[src/rtl/vec_hazard_ctrl.sv]
// Hazard and forwarding controller for the ID->EX->MEM->WB vector pipeline.
// Produces registered execVect forward selects plus a one-cycle load-use stall.
module vec_hazard_ctrl #(
   parameter int ADDR_W   = 4,
   parameter int ZERO_REG = 1
) (
   input  logic              clk,
   input  logic              rst,
   input  logic              id_valid,
   input  logic [ADDR_W-1:0] id_ra1,
   input  logic [ADDR_W-1:0] id_ra2,
   input  logic [ADDR_W-1:0] id_ra3,
   input  logic              id_use1,
   input  logic              id_use2,
   input  logic              id_use3,
   input  logic              id_immSrc,
   input  logic              id_fb_dec,
   input  logic              id_wr,
   input  logic [ADDR_W-1:0] id_wa,
   input  logic              id_is_load,
   input  logic              flush,
   input  logic              mem_busy,
   output logic              Fa,
   output logic              Fb,
   output logic              Fc,
   output logic              sel1,
   output logic              sel2,
   output logic              sel3,
   output logic              stall_id,
   output logic              ex_valid
);

   localparam logic RUN     = 1'b0;
   localparam logic LDSTALL = 1'b1;

   logic              state_q, state_d;
   logic              ex_valid_q, ex_valid_d;
   logic              ex_wr_q, ex_wr_d;
   logic [ADDR_W-1:0] ex_wa_q, ex_wa_d;
   logic              ex_ld_q, ex_ld_d;
   logic              mem_valid_q, mem_valid_d;
   logic              mem_wr_q, mem_wr_d;
   logic [ADDR_W-1:0] mem_wa_q, mem_wa_d;
   logic              fa_q, fa_d, fb_q, fb_d, fc_q, fc_d;
   logic              sel1_q, sel1_d, sel2_q, sel2_d, sel3_q, sel3_d;

   logic m1e, m2e, m3e, m1m, m2m, m3m;
   logic f1e, f2e, f3e;
   logic load_stall;

   // WB results reach ID through register-file write-before-read, so no WB
   // tracker is needed; MEM load status is irrelevant once the data is ready.
   function automatic logic src_match(input logic use_i, input logic [ADDR_W-1:0] ra,
                                      input logic v, input logic wr,
                                      input logic [ADDR_W-1:0] wa);
      return use_i && v && wr && (wa == ra) && !((ZERO_REG == 1) && (ra == '0));
   endfunction

   always_comb begin
      m1e = src_match(id_use1, id_ra1, ex_valid_q, ex_wr_q, ex_wa_q);
      m2e = src_match(id_use2, id_ra2, ex_valid_q, ex_wr_q, ex_wa_q);
      m3e = src_match(id_use3, id_ra3, ex_valid_q, ex_wr_q, ex_wa_q);
      m1m = src_match(id_use1, id_ra1, mem_valid_q, mem_wr_q, mem_wa_q);
      m2m = src_match(id_use2, id_ra2, mem_valid_q, mem_wr_q, mem_wa_q);
      m3m = src_match(id_use3, id_ra3, mem_valid_q, mem_wr_q, mem_wa_q);
      // A load in EX cannot forward; it is handled by the stall instead.
      f1e = m1e && !ex_ld_q;
      f2e = m2e && !ex_ld_q;
      f3e = m3e && !ex_ld_q;
      load_stall = (state_q == RUN) && id_valid && !flush && ex_ld_q &&
                   (m1e || m2e || m3e);
      stall_id = mem_busy || load_stall;
   end

   always_comb begin
      state_d     = state_q;
      ex_valid_d  = ex_valid_q;
      ex_wr_d     = ex_wr_q;
      ex_wa_d     = ex_wa_q;
      ex_ld_d     = ex_ld_q;
      mem_valid_d = mem_valid_q;
      mem_wr_d    = mem_wr_q;
      mem_wa_d    = mem_wa_q;
      fa_d   = fa_q;
      fb_d   = fb_q;
      fc_d   = fc_q;
      sel1_d = sel1_q;
      sel2_d = sel2_q;
      sel3_d = sel3_q;
      if (!mem_busy) begin
         mem_valid_d = ex_valid_q;
         mem_wr_d    = ex_wr_q;
         mem_wa_d    = ex_wa_q;
         ex_valid_d  = 1'b0;
         ex_wr_d     = 1'b0;
         ex_wa_d     = '0;
         ex_ld_d     = 1'b0;
         fa_d   = 1'b0;
         fb_d   = 1'b0;
         fc_d   = 1'b0;
         sel1_d = 1'b0;
         sel2_d = 1'b0;
         sel3_d = 1'b0;
         state_d = load_stall ? LDSTALL : RUN;
         if (!flush && !load_stall && id_valid) begin
            ex_valid_d = 1'b1;
            ex_wr_d    = id_wr;
            ex_wa_d    = id_wa;
            ex_ld_d    = id_is_load;
            fa_d   = f1e || m1m;
            sel1_d = !f1e && m1m;
            fb_d   = id_immSrc ? id_fb_dec : (f2e || m2m);
            sel2_d = !id_immSrc && !f2e && m2m;
            fc_d   = f3e || m3m;
            sel3_d = !f3e && m3m;
         end
      end
   end

   always_ff @(posedge clk or negedge rst) begin
      if (!rst) begin
         state_q     <= RUN;
         ex_valid_q  <= 1'b0;
         ex_wr_q     <= 1'b0;
         ex_wa_q     <= '0;
         ex_ld_q     <= 1'b0;
         mem_valid_q <= 1'b0;
         mem_wr_q    <= 1'b0;
         mem_wa_q    <= '0;
         fa_q   <= 1'b0;
         fb_q   <= 1'b0;
         fc_q   <= 1'b0;
         sel1_q <= 1'b0;
         sel2_q <= 1'b0;
         sel3_q <= 1'b0;
      end else begin
         state_q     <= state_d;
         ex_valid_q  <= ex_valid_d;
         ex_wr_q     <= ex_wr_d;
         ex_wa_q     <= ex_wa_d;
         ex_ld_q     <= ex_ld_d;
         mem_valid_q <= mem_valid_d;
         mem_wr_q    <= mem_wr_d;
         mem_wa_q    <= mem_wa_d;
         fa_q   <= fa_d;
         fb_q   <= fb_d;
         fc_q   <= fc_d;
         sel1_q <= sel1_d;
         sel2_q <= sel2_d;
         sel3_q <= sel3_d;
      end
   end

   assign Fa       = fa_q;
   assign Fb       = fb_q;
   assign Fc       = fc_q;
   assign sel1     = sel1_q;
   assign sel2     = sel2_q;
   assign sel3     = sel3_q;
   assign ex_valid = ex_valid_q;

endmodule

[config.mk]
export PLATFORM = sky130hd
export DESIGN_NAME = vec_hazard_ctrl
export DESIGN_NICKNAME = d
export VERILOG_FILES = /design/src/rtl/vec_hazard_ctrl.sv
export SDC_FILE = /design/constraint.sdc
export NUM_CORES = 1
export LEC_CHECK = 0
export CAP_MARGIN = 30
export CORE_MARGIN = 2
export CORE_UTILIZATION = 46
export CTS_CLUSTER_DIAMETER = 80
export DETAILED_ROUTE_END_ITERATION = 12
export PLACE_DENSITY = 0.78
export SLEW_MARGIN = 20
export SYNTH_ARGS = -nofsm -noshare
export SYNTH_HDL_FRONTEND = slang
export SYNTH_SLANG_ARGS = --single-unit
export TNS_END_PERCENT = 100
[constraint.sdc]
create_clock -name clk -period 2.5 [get_ports clk]
set_clock_uncertainty 0.15 [all_clocks]
set_input_delay 0.5 -clock clk [delete_from_list [all_inputs] [get_ports clk]]
set_output_delay 0.5 -clock clk [all_outputs]
set_load 0.1 [all_outputs]
After elaboration in Yosys (flattened, before gate mapping)
Cells that the tools add are included.

operators by class
  equality and inequality tests = 6
  mux-type cells = 12
  bitwise logic cells = 1
  reduce and logical (&&, ||, !) cells = 56

operators by type and width
  kind               number
  $logic_and 1x1->1  37
  $eq 4x4->1         6
  $logic_not 4->1    3
  $mux 1             11
  $logic_not 1->1    10
  $logic_or 1x1->1   6
  $mux 4             1
  $not 1->1          1

word-level totals
  register bits after elaboration = 20
  input bits = 28
  output and inout bits = 8
  word-level logic and storage cells = 89

Logic depth before layout (Yosys ltp)
  depth in word-level cells = 11
  mapped depth = 6
  depth with buffers taken out = 5

Worst setup path after synthesis
Ideal clock, no wire load.

  path kind = register -> output
  start = register ex_valid_q, in the netlist ex_valid
  end = output stall_id
  arrival = 2.585 ns
  required time = 1.850 ns
  slack = -0.735 ns
  stages on the path, launching flop included = 5
  path buffers = 0
  cell sequence = dfrtp_1 > nand2_1 > or4_4 > a311oi_4 > a31o_2

on the way
  word-level cells in the longest chain between the ends = 8
  elaborated cells on any way between the ends = 16
  those cells by class = reduce/logical: 16

ends and longest elaborated chain
  item                             RTL line  RTL
  start, declared                  37        logic ex_valid_q, ex_valid_d;
  start signal, assigned           138       ex_valid_q <= ex_valid_d;
  $logic_and 1x1->1 (4 in series)  56        return use_i && v && wr && (wa == ra) && !((ZERO_REG == 1) && (ra == '0));
  $logic_or 1x1->1                 71        (m1e || m2e || m3e);
  $logic_or 1x1->1 (*)             71
  $logic_and 1x1->1 (*)            70        load_stall = (state_q == RUN) && id_valid && !flush && ex_ld_q &&
  $logic_or 1x1->1 (*)             72        stall_id = mem_busy || load_stall;
  end, declared                    29        output logic stall_id,

Every way passes the cells marked *; elsewhere a longest branch is shown, timed or not.

Final worst setup path
  start = input id_ra2[3]
  end = output stall_id

on the way
  word-level cells in the longest chain between the ends = 7
  elaborated cells on any way between the ends = 9
  those cells by class = eq/ne: 1; reduce/logical: 8

ends and longest elaborated chain
  item                                                  RTL line  RTL
  start, declared                                       11        input logic [ADDR_W-1:0] id_ra2,
  $eq 4x4->1 or $logic_not 4->1 (tied branches)         56
  $logic_and 1x1->1 or $logic_not 1->1 (tied branches)  56
  $logic_and 1x1->1 (*)                                 56
  $logic_or 1x1->1 (*) (2 in series)                    71
  $logic_and 1x1->1 (*)                                 70
  $logic_or 1x1->1 (*)                                  72

Marks and branches as above.

==> impl_metrics.csv <==
group,metric,value,unit
floorplanning,ios,36,
floorplanning,rows,18,
pwr,powerDensity,399,mW/mm2
sta,relSlewSlack,57.0,%
sta,worst_slack,-0.394,ns
global_routing,antenna_found_initial,0,
floorplanning,coreArea,0.00248,mm2
global_routing,grt_max_degree,15,
cells_and_area,nNetsFinal,212,
sta,fin_crit,2.89,ns
cts,cts.reportedPaths.clkPinSlew,0.12,ns
worst_setup_path,required,1.85,ns
global_routing,grt-ovfl-total,0,
pwr,p_leak,0.817,nW
outcome,status,"finished, violations left",
placement,port_buffers,35,
global_routing,grt_pass1_wl,5210,um
pwr,total_power,0.724,mW
route,vias_per_cell,5.38,
placement,place_congestion,0.821,
route,first_iter_violations,17,
cts,clockRootBuffer,"clkbuf_4",
synthesis,yosysWarnings,0,
synthesis,ys_seq_area_share,41.8,%
route,ant_nets,0,
synthesis,ys_ff_latch,20,
sta,final_hold_viol_count,0,
worst_setup_path,worstPathMaxFanout,3,
global_routing,grt_pass1_vias,1131,
sta,tightest_slew,0.643,ns
sta,setup_viol,1,
route,drt-total-wl,3380,um
cts,clock_sinks,20,
cts,cts_buffers,3,
worst_setup_path,reg2reg_depth,8,
worst_setup_path,worstSetupPathType,"input pin to primary output",
sta,maxSlewViolCount,0,
cells_and_area,area_growth,51.9,%
cts,cts_tree,"done",
global_routing,grt_use_total,25.1,%
synthesis,avgSynthCellArea,9.80,um2
outcome,violations,"negative setup slack",
floorplanning,fp.dieW,55.0,um
sta,max_freq,0.346,GHz
synthesis,synth_nets,150,
cts,cts_buffer_depth,2,
route,drc,0,
cts,htreeDepth,1,
worst_setup_path,critPathCaptureType,"primary output",
synthesis,yosysUniqueCellTypes,29,
sta,rsz0062_at_grt,"yes",
run,max-cap-violations,0,
floorplanning,die-area,0.00302,mm2
cells_and_area,drive_gt1_share,29.0,%
cells_and_area,antenna_cells,0,
synthesis,syn_area,0.00120,mm2
worst_hold_path,holdPathStages,2,
cells_and_area,reg.largest.list,"ex_wa_q (4), mem_wa_q (4)",
placement,dp_hpwl,2570,um
cts,cts_hold_buf,0,
worst_hold_path,worstHoldPathType,"flip-flop to flip-flop",
worst_setup_path,startpoint_type,"input pin",
floorplanning,initial_core_util,48.3,%
cells_and_area,fin_util,73.3,%
sta,whs,0.344,ns
route,drt-wirelength-per-cell,15.9,um
sta,fin_crit_sh,116,%
floorplanning,die_y,55.0,um
cts,clkLatencyLatePin,0.32,ns
worst_setup_path,arrival,2.24,ns
synthesis,synth_cells,122,
route,drt_pre_antenna_iters,4,
pwr,peakVddDrop,0.000364,V
route,vias,1146,
-- per-stage QoR --
step / instances / setup slack (ns) / area [um2] / TNS (ns)
after detailed placement: 205 / -0.574 / 1730 / -2.98
after global placement: 205 / -0.530 / 1730 / -2.32
after global routing: 213 / -0.471 / 1820 / -0.471
after floorplan: 122 / -0.184 / 1210 / -0.184
final: 213 / -0.394 / 1820 / -0.394
after CTS: 213 / -0.407 / 1800 / -0.407
-- logic make-up (layout without fill, tap and decap cells) --
kind of cell | after synthesis | in the layout | share of synthesized area, %
flops | 20 | 20 | 41.8
buf+inv | 5 | 66 | 2.20
mux | 6 | 6 | 5.65
xor+xnor | 24 | 24 | 17.6
compound gates | 22 | 22 | 13.5
simple gates | 45 | 45 | 19.2
-- cells in the mapped netlist, drive strengths merged --
cell    instances  area (um2)
xor2           14         123
o31ai           1        7.51
a22o            1        8.76
nand2          22        82.6
clkbuf          2        7.51
nand3b          1        7.51
nor3            3        15.0
o41ai           3        26.3
a31o            1        8.76
xnor2          10        87.6
a311oi          1        26.3
nor2b           2        12.5
or3             1        6.26
or4             2        22.5
and4            1        8.76
nand3           5        25.0
nand4           2        12.5
buf             1        11.3
a31oi           1        6.26
o211ai          1        7.51
o21ai          12        60.1
dfrtp          20         500
o21ba           1        10.0
nor4            3        18.8
nor2            1        3.75
mux2            6        67.6
inv             2        7.51
nor3b           2        15.0
-- worst max-delay path, cell delays in order --
cell and delay (ns):
clkdlybuf4s50_1 0.49, xor2_1 0.19, nor3_2 0.22, nand2_1 0.12, a311oi_4 0.35, a31o_4 0.21, buf_12 0.17
-- final timing paths --
| path | from | endpoint | slack, ns |
|---|---|---|---|
| max reg2reg | ex_wa_q[2] | ex_wa_q[0] | 0.27 |
| min in group asynchronous | rst | Fc | 0.41 |
| max in group asynchronous | rst | ex_wa_q[1] | 1.19 |
| min | Fb | Fb | 0.34 |
| max | id_ra2[3] | stall_id | -0.39 |
| min reg2reg | Fb | Fb | 0.34 |
-- cell type report --
type | count | area, um2
repair buffers | 60 | 538
fillers | 206 | 661
multi-input cells | 97 | 702
clock buffers | 4 | 26.3
well taps | 30 | 37.5
inverters | 2 | 7.51
flip-flops and latches | 20 | 505
-- power breakdown --
| part | internal (mW) | total, mW | switching (mW) | leakage [nW] |
|---|---|---|---|---|
| Clock | 0.0624 | 0.166 | 0.103 | 0.0150 |
| Sequential | 0.340 | 0.358 | 0.0185 | 0.269 |
| Combinational | 0.103 | 0.201 | 0.0974 | 0.533 |
-- what timing repair did --
action | CTS | global route
endpoints found under the setup margin | 1 | 1
buffers inserted | 4 | 0
endpoints found under the hold margin | 0 | 0
resized for setup | 12 | 6
pin swaps | 9 | 4
-- routing by layer --
metal / vias up / part of all wire (%) / global-route usage (%)
met4: 0 / 1.5 / 10.6
li1: 558 / - / -
met5: - / 0 / 0
met2: 43 / 51 / 43.8
met1: 537 / 42 / 30.7
met3: 8 / 5.4 / 3.49
-- placed cells by master, fill, tap and decap left out, drive strengths merged, types with 4 or more instances in the layout --
cell           count
nand3              5
clkbuf             4
buf               33
xnor2             10
xor2              14
mux2               6
dfrtp             20
nand2             22
clkdlybuf4s50     18
o21ai             12
Power figures use the tool's default switching activity.
